--- src/rtl/adc_bcd_converter.sv ---
// Scales a 12-bit XADC code to 0..1000000 and converts it to 7 BCD digits by sequential double-dabble.
// Define ADC_BCD_AVG_EN to average four accepted codes per conversion.
module adc_bcd_converter (
    input  logic        CLK100MHZ,
    input  logic        CPU_RESETN,
    input  logic        sample_valid,
    input  logic [15:0] sample_data,
    output logic        busy,
    output logic        digits_valid,
    output logic [27:0] bcd
);
    localparam int CODE_W  = 12;
    localparam int VALUE_W = 20;
    localparam int DIGITS  = 7;
    localparam int BCD_W   = 4 * DIGITS;
    localparam int SHIFT_W = BCD_W + VALUE_W;
    localparam int ITERS   = VALUE_W;

    typedef enum logic [1:0] {IDLE, SCALE, CONVERT, DONE} state_t;

    state_t              state_q;
    logic [CODE_W-1:0]   code_q;
    logic [SHIFT_W-1:0]  shift_q;
    logic [SHIFT_W-1:0]  shift_d;
    logic [4:0]          iter_q;
    logic                busy_q;
    logic                valid_q;
    logic [BCD_W-1:0]    bcd_q;
    logic                unused_nibble;

`ifdef ADC_BCD_AVG_EN
    logic [13:0]         acc_q;
    logic [13:0]         acc_d;
    logic [1:0]          cnt_q;

    assign acc_d = acc_q + 14'(sample_data[15:4]);
`endif

    assign unused_nibble = ^sample_data[3:0];

    // Codes at the top of the range clip to exactly full scale.
    function automatic logic [VALUE_W-1:0] scale_code(input logic [CODE_W-1:0] code);
        logic [29:0] product;
        product = 30'(code) * 30'd250000;
        if (code >= 12'd4093) return 20'd1000000;
        return product[29:10];
    endfunction

    function automatic logic [SHIFT_W-1:0] dabble_step(input logic [SHIFT_W-1:0] sr);
        logic [SHIFT_W-1:0] adj;
        adj = sr;
        for (int d = 0; d < DIGITS; d++) begin
            if (adj[VALUE_W + 4*d +: 4] >= 4'd5)
                adj[VALUE_W + 4*d +: 4] = adj[VALUE_W + 4*d +: 4] + 4'd3;
        end
        return {adj[SHIFT_W-2:0], 1'b0};
    endfunction

    assign shift_d = dabble_step(shift_q);

    always_ff @(posedge CLK100MHZ or negedge CPU_RESETN) begin
        if (!CPU_RESETN) begin
            state_q <= IDLE;
            code_q  <= '0;
            shift_q <= '0;
            iter_q  <= '0;
            busy_q  <= 1'b0;
            valid_q <= 1'b0;
            bcd_q   <= '0;
`ifdef ADC_BCD_AVG_EN
            acc_q   <= '0;
            cnt_q   <= '0;
`endif
        end else begin
            valid_q <= 1'b0;
            unique case (state_q)
                IDLE: begin
                    if (sample_valid) begin
`ifdef ADC_BCD_AVG_EN
                        if (cnt_q == 2'd3) begin
                            code_q  <= acc_d[13:2];
                            acc_q   <= '0;
                            cnt_q   <= '0;
                            state_q <= SCALE;
                            busy_q  <= 1'b1;
                        end else begin
                            acc_q <= acc_d;
                            cnt_q <= cnt_q + 2'd1;
                        end
`else
                        code_q  <= sample_data[15:4];
                        state_q <= SCALE;
                        busy_q  <= 1'b1;
`endif
                    end
                end
                SCALE: begin
                    shift_q <= {{BCD_W{1'b0}}, scale_code(code_q)};
                    iter_q  <= '0;
                    state_q <= CONVERT;
                end
                CONVERT: begin
                    shift_q <= shift_d;
                    iter_q  <= iter_q + 5'd1;
                    if (iter_q == 5'(ITERS - 1)) begin
                        state_q <= DONE;
                        busy_q  <= 1'b0;
                    end
                end
                DONE: begin
                    bcd_q   <= shift_q[SHIFT_W-1:VALUE_W];
                    valid_q <= 1'b1;
                    state_q <= IDLE;
                end
                default: state_q <= IDLE;
            endcase
        end
    end

    assign busy         = busy_q;
    assign digits_valid = valid_q;
    assign bcd          = bcd_q;
endmodule

--- config.mk ---
export PLATFORM = sky130hd
export DESIGN_NAME = adc_bcd_converter
export DESIGN_NICKNAME = d
export VERILOG_FILES = /design/src/rtl/adc_bcd_converter.sv
export SDC_FILE = /design/constraint.sdc
export NUM_CORES = 1
export LEC_CHECK = 0
export ABC_AREA = 1
export CORE_ASPECT_RATIO = 1.75
export CORE_UTILIZATION = 61
export CTS_CLUSTER_DIAMETER = 200
export DETAILED_ROUTE_END_ITERATION = 7
export MAX_ROUTING_LAYER = met4
export PLACE_DENSITY_LB_ADDON = 0.25
export SKIP_LAST_GASP = 1
export SLEW_MARGIN = 20
export SYNTH_ARGS = -nofsm -noshare
export SYNTH_HDL_FRONTEND = slang
export SYNTH_SLANG_ARGS = --single-unit
--- constraint.sdc ---
create_clock -name CLK100MHZ -period 5.15 [get_ports CLK100MHZ]
set_clock_uncertainty 0.1 [all_clocks]
set_input_delay 1.545 -clock CLK100MHZ [delete_from_list [all_inputs] [get_ports CLK100MHZ]]
set_output_delay 1.545 -clock CLK100MHZ [all_outputs]
set_load 0.01 [all_outputs]
==> flow_summary.yaml, run 1 <==
worst_setup_path:
  required_ns: 5.29
  critPathKind: "reg2reg"
  r2r_cells: 18
  cp_slowest_cell: "fa_1"
  worst-r2r-setup-slack_ns: 0.49
  worstPathArrival_ns: 4.80
  crit_path_max_incr_delay_ns: 0.57
  crit_fanout: 7
  cp-end-kind: "flip-flop"
  r2r-end: "shift_q[19]"
  path_common_cell: "nand2_1"
  crit_chain: "fa_1 -> ha_1 -> fa_1 -> fa_1 -> inv_1 -> fa_1 -> inv_1 -> ha_1 -> nand2_1 -> inv_1 -> a21oi_1 -> nand3_2 -> nand2_2 -> nand2_1 -> nand2_1 -> nand3_1 -> nand2_1 -> nand2_1"
  r2r_start: "code_q[3]"
  cp-start-kind: "flip-flop"
clock_tree:
  cts_resized: 0
  clk_pin_slew_ns: 0.07
  postCtsSetupRepairBufs: 0
  cts_tree: "built"
  clock-sinks: 97
  cts_htree_levels: 3
  cts_buffer_depth: 2
  root_buffer: "clkbuf_16"
  clk_latency_ns: 0.35
  holdBufCountCts: 0
  cts_buffers: 9
die:
  ios: 49
  core_area_sq_um: 11900
  start_util: 0.623
  fp.dieW_um: 85.5
  dieHeight_um: 148
  die-area_sq_um: 12700
  rows: 53
routing:
  first_iter_violations: 210
  firstDrtPassIters: 5
  via_per_inst: 5.56
  vias: 6012
  ant_nets: 0
  wirelength_um: 15800
  wl_per_cell_um: 14.6
  drc_errors: 0
logic_synthesis:
  ys_ff_latch: 97
  yosysUniqueCellTypes: 34
  seq_area_frac_synth: 0.326
  synth_edf_count: 0
  syn_nets: 1054
  synth_top_area_share: 0.326
  avgSynthCellArea_sq_um: 8.28
  synth_cells: 898
  synthFlopType: "dfrtp_1"
  synthTopCellsByCount: "nand2_1, inv_1, ha_1"
  yosysMostFrequentCell: "nand2_1"
  synthTopCellsByArea: "dfrtp_1, ha_1, fa_1"
  ys.warnings.count: 0
  syn-cell-area_sq_um: 7440
  async_reset_ff_frac: 1.00
  synth_top_area_cell: "dfrtp_1"
timing:
  layout_min_cycle_time_ns: 4.66
  hold-worst-slack_ns: 0.388
  tns_ns: 0
  final_hold_viol_count: 0
  rsz0062_at_grt: "no"
  report.final.slew_viol_count: 0
  tightest_slew_ns: 1.05
  max_freq_ghz: 0.215
  finalSetupViolations: 0
  slew_headroom: 0.300
  min_period_over_period: 0.905
layout:
  nets: 1095
  fillCellCount: 984
  drive_gt1_frac: 0.0540
  multi_input_area_sq_um: 4330
  utilization: 0.695
  seqCellArea_sq_um: 2430
  syn2layout_area_growth_pct: 11.5
  n_antenna_cell: 0
worst_hold_path:
  hold_start: "shift_q[14]"
  min_to: "shift_q[14]"
  hp-class: "reg2reg"
  worstHoldPathCells: 2
placement:
  finalWeightedCongestion: 0.926
  place.port_buffers: 44
  dp_hpwl_um: 12100
outcome:
  status: "finished, final reports clean"
grt:
  grt_pass1_wl_um: 26600
  grt.total_usage: 0.272
  grt_pass1_vias: 6105
  gr-total-overflow: 0
  antenna_found_initial: 0
  grt_max_degree: 73
job:
  max_cap_viol_count: 0
[metrics by stage]
| stage | area, sq um | worst slack (ns) | instances |
|---|---|---|---|
| finish | 8300 | 0.490 | 1081 |
| global route | 8300 | 0.259 | 1081 |
| CTS | 8300 | 0.481 | 1081 |
| detailed placement | 8010 | 0.507 | 1065 |
| global placement | 8010 | 0.668 | 1065 |
| floorplan | 7440 | 0.946 | 898 |
[critical path: cells and delay by family, from the launching register on]
| kind | cells | cell delay [ns] |
|---|---|---|
| fa+ha+maj | 6 | 2.83 |
| compound gates | 1 | 0.25 |
| buf+inv | 3 | 0.16 |
| simple gates | 8 | 0.71 |
| flops | 1 | 0.50 |
[state kept, by name, summed over array words and instances, names as in the netlist]
signal,cells
shift_q,48
bcd,28
code_q,12
iter_q,5
state_q,2
busy,1
digits_valid,1
[metal layers]
layer	GRT usage	vias up	wire length [um]
met5	-	-	0
met4	0.134	0	718
met3	0.0300	59	398
met2	0.516	143	8770
met1	0.269	2848	5920
li1	-	2962	-
[worst max-delay path by stage]
stage	from	endpoint	slack, ns	cells after the start
after global routing	code_q[3]	shift_q[19]	0.26	18
after detailed placement	code_q[3]	shift_q[19]	0.51	18
final	code_q[3]	shift_q[19]	0.49	18
after CTS	code_q[3]	shift_q[19]	0.48	18
after floorplan	code_q[3]	shift_q[19]	0.95	18
after global placement	code_q[3]	shift_q[19]	0.67	18
[final cells by class]
type                    count  share of cell area
inverters                 162              0.0733
clock inverters             7             0.00754
clock buffers               9              0.0271
flip-flops and latches     97               0.293
well taps                 137              0.0207
multi-input cells         620               0.521
repair buffers             49              0.0573
[cells in the final DEF, fill, tap and decap left out, drive strengths merged]
| master | synthesis | routed |
|---|---|---|
| clkbuf | 11 | 9 |
| fa | 35 | 35 |
| nand3b | 2 | 2 |
| a21oi | 48 | 48 |
| o211ai | 8 | 8 |
| nand3 | 46 | 46 |
| o21bai | 5 | 5 |
| o21ai | 56 | 56 |
| xor2 | 8 | 8 |
| o21a | 3 | 3 |
| nor2 | 71 | 71 |
| or2 | 7 | 7 |
| o32ai | 6 | 6 |
| clkdlybuf4s50 | 0 | 43 |
| nand4 | 4 | 4 |
| nand2 | 186 | 186 |
| dfrtp | 97 | 97 |
| buf | 8 | 6 |
| xnor2 | 8 | 8 |
| o22ai | 10 | 10 |
| inv | 162 | 165 |
| a32o | 3 | 3 |
| mux2 | 2 | 2 |
| ha | 102 | 102 |
| clkinv | 0 | 4 |
| and2 | 2 | 2 |
| a31oi | 2 | 2 |
| nor3b | 1 | 1 |
| nor3 | 5 | 5 |
[cell families (layout without fill, tap and decap cells)]
logic type               count (synthesis)  in the layout  synth area share
AO/OA/AOI/OAI                          141            141             0.108
XOR/XNOR                                16             16            0.0188
adder cells (fa/ha/maj)                137            137             0.266
buffers and inverters                  181            227            0.0925
flip-flops                              97             97             0.326
multiplexers                             2              2           0.00303
AND/OR/NAND/NOR                        324            324             0.185
Power of run 1 is not shown: default switching activity piles up to over one toggle a cycle in this logic, so the estimate is an artifact.
==> inputs of run 2 (changes only) <==
--- a/config.mk
+++ b/config.mk
@@ -12,6 +12,7 @@
 export DETAILED_ROUTE_END_ITERATION = 7
 export MAX_ROUTING_LAYER = met4
 export PLACE_DENSITY_LB_ADDON = 0.25
+export SKIP_CTS_REPAIR_TIMING = 1
 export SKIP_LAST_GASP = 1
 export SLEW_MARGIN = 20
 export SYNTH_ARGS = -nofsm -noshare
==> results of run 2 <==
Final layout, timing and power as in run 1 (identical DEF).
Power of run 2 is left out for the same reason.
==> inputs of run 3 (changes only) <==
--- a/config.mk
+++ b/config.mk
@@ -7,7 +7,8 @@
 export LEC_CHECK = 0
 export ABC_AREA = 1
 export CORE_ASPECT_RATIO = 1.75
-export CORE_UTILIZATION = 61
+export CORE_UTILIZATION = 67
+export CTS_BUF_LIST = sky130_fd_sc_hd__clkbuf_4
 export CTS_CLUSTER_DIAMETER = 200
 export DETAILED_ROUTE_END_ITERATION = 7
 export MAX_ROUTING_LAYER = met4
==> constraint.sdc (replaced) <==
create_clock -name CLK100MHZ -period 5.6 [get_ports CLK100MHZ]
set_clock_uncertainty 0.1 [all_clocks]
set_input_delay 1.68 -clock CLK100MHZ [delete_from_list [all_inputs] [get_ports CLK100MHZ]]
set_output_delay 1.68 -clock CLK100MHZ [all_outputs]
set_load 0.01 [all_outputs]
==> flow_summary.yaml, run 3 (same netlist as run 1, synthesis figures left out) <==
placement:
  dp_hpwl_um: 12900
  place_ws_ns: 0.978
  place.port_buffers: 44
  finalWeightedCongestion: 0.976
  dp.cells: 1055
layout:
  syn2layout_area_growth_pct: 8.95
  fillCellCount: 808
  regMostFlops: "shift_q"
  drive_gt1_frac: 0.0510
  final_common_cell: "nand2_1"
  final_cell_count_no_fill: 1072
  utilization: 0.753
  nets: 1092
  final_cell_mix: "nand2_1, inv_1, ha_1"
  largest_reg_flops: 48
routing:
  ant_nets: 0
  wirelength_um: 16100
  wl_per_cell_um: 15.0
  first_iter_violations: 290
  firstDrtPassIters: 5
  drc_errors: 0
  vias: 5984
  via_per_inst: 5.58
timing:
  fin_ws_ns: 0.963
  slew_headroom: 0.330
  tightest_slew_ns: 1.00
  min_period_over_period: 0.828
  report.final.slew_viol_count: 0
  tns_ns: 0
  final_hold_viol_count: 0
  finalSetupViolations: 0
  layout_min_cycle_time_ns: 4.64
  max_freq_ghz: 0.216
  rsz0062_at_grt: "no"
grt:
  gr-total-overflow: 0
  grt.total_usage: 0.317
  grt_pass1_vias: 6167
  grt_max_degree: 56
  grt_pass1_wl_um: 27200
  antenna_found_initial: 1
worst_hold_path:
  min_to: "shift_q[14]"
  worstHoldPathCells: 2
  hp-class: "reg2reg"
  hold_start: "shift_q[14]"
clock_tree:
  clock-sinks: 97
  cts_buffers: 9
  root_buffer: "clkbuf_4"
  cts_tree: "built"
  clk_pin_slew_ns: 0.16
  clk_latency_ns: 0.47
  cts_buffer_depth: 2
  cts_htree_levels: 3
worst_setup_path:
  required_ns: 5.86
  crit_fanout: 7
  r2r_cells: 18
  worstPathArrival_ns: 4.90
  r2r-end: "shift_q[19]"
  worst-r2r-setup-slack_ns: 0.96
  cp-start-kind: "flip-flop"
  cp-end-kind: "flip-flop"
  critPathKind: "reg2reg"
  r2r_start: "code_q[3]"
die:
  start_util: 0.691
  rows: 50
  fp.dieW_um: 81.7
  dieHeight_um: 141
  ios: 49
  core_area_sq_um: 10800
  die-area_sq_um: 11500
outcome:
  status: "finished, final reports clean"
job:
  max_cap_viol_count: 0
## run 3: cell types whose count changed in the layout (fill, tap and decap cells not counted), moves of 2 or more
cell,before,now
buf_4,6,3
clkinv_4,3,1
clkbuf_4,0,10
clkbuf_16,9,0
## run 3: worst max-delay path by stage
stage	start	end	slack (ns)	depth (start not counted)
6_report	code_q[3]	shift_q[19]	0.96	18
2_1_floorplan	code_q[3]	shift_q[19]	1.40	18
4_1_cts	code_q[3]	shift_q[19]	0.94	18
3_3_place_gp	code_q[3]	shift_q[19]	1.03	18
5_1_grt	code_q[3]	shift_q[19]	0.67	18
3_5_place_dp	code_q[3]	shift_q[19]	0.98	18
## run 3: metrics by stage
step | hold WS (ns) | area [sq um]
after global placement | 0.366 | 7980
after global routing | 0.437 | 8110
after detailed placement | 0.366 | 7980
after CTS | 0.407 | 8100
final | 0.409 | 8110
after floorplan | 0.349 | 7440
## run 3: layout make-up
type                    count  area (sq um)  share of cell area
diodes                      1          2.50            0.000309
clock buffers              10          75.1             0.00926
clock inverters             6          50.0             0.00617
inverters                 162           608              0.0750
multi-input cells         620          4330               0.534
flip-flops and latches     97          2430               0.299
well taps                 130           163              0.0201
repair buffers             46           453              0.0559
## run 3: layer usage
| layer | up-vias | global-route usage | part of all wire |
|---|---|---|---|
| li1 | 2954 | - | - |
| met4 | 0 | 0.154 | 0.042 |
| met2 | 130 | 0.603 | 0.57 |
| met3 | 47 | 0.0347 | 0.028 |
| met1 | 2853 | 0.301 | 0.36 |
| met5 | - | - | 0 |
## run 3: critical path, stage by stage, from the launching register on
cell     delay, ns
dfrtp_1       0.54
fa_1          0.56
ha_1          0.32
fa_1          0.47
fa_1          0.54
inv_1         0.05
fa_1          0.52
inv_1         0.04
ha_1          0.36
nand2_1       0.16
inv_1         0.05
a21oi_1       0.23
nand3_2       0.17
nand2_2       0.10
nand2_1       0.05
nand2_1       0.06
nand3_1       0.06
nand2_1       0.09
nand2_1       0.05
Power of run 3 is left out for the same reason.
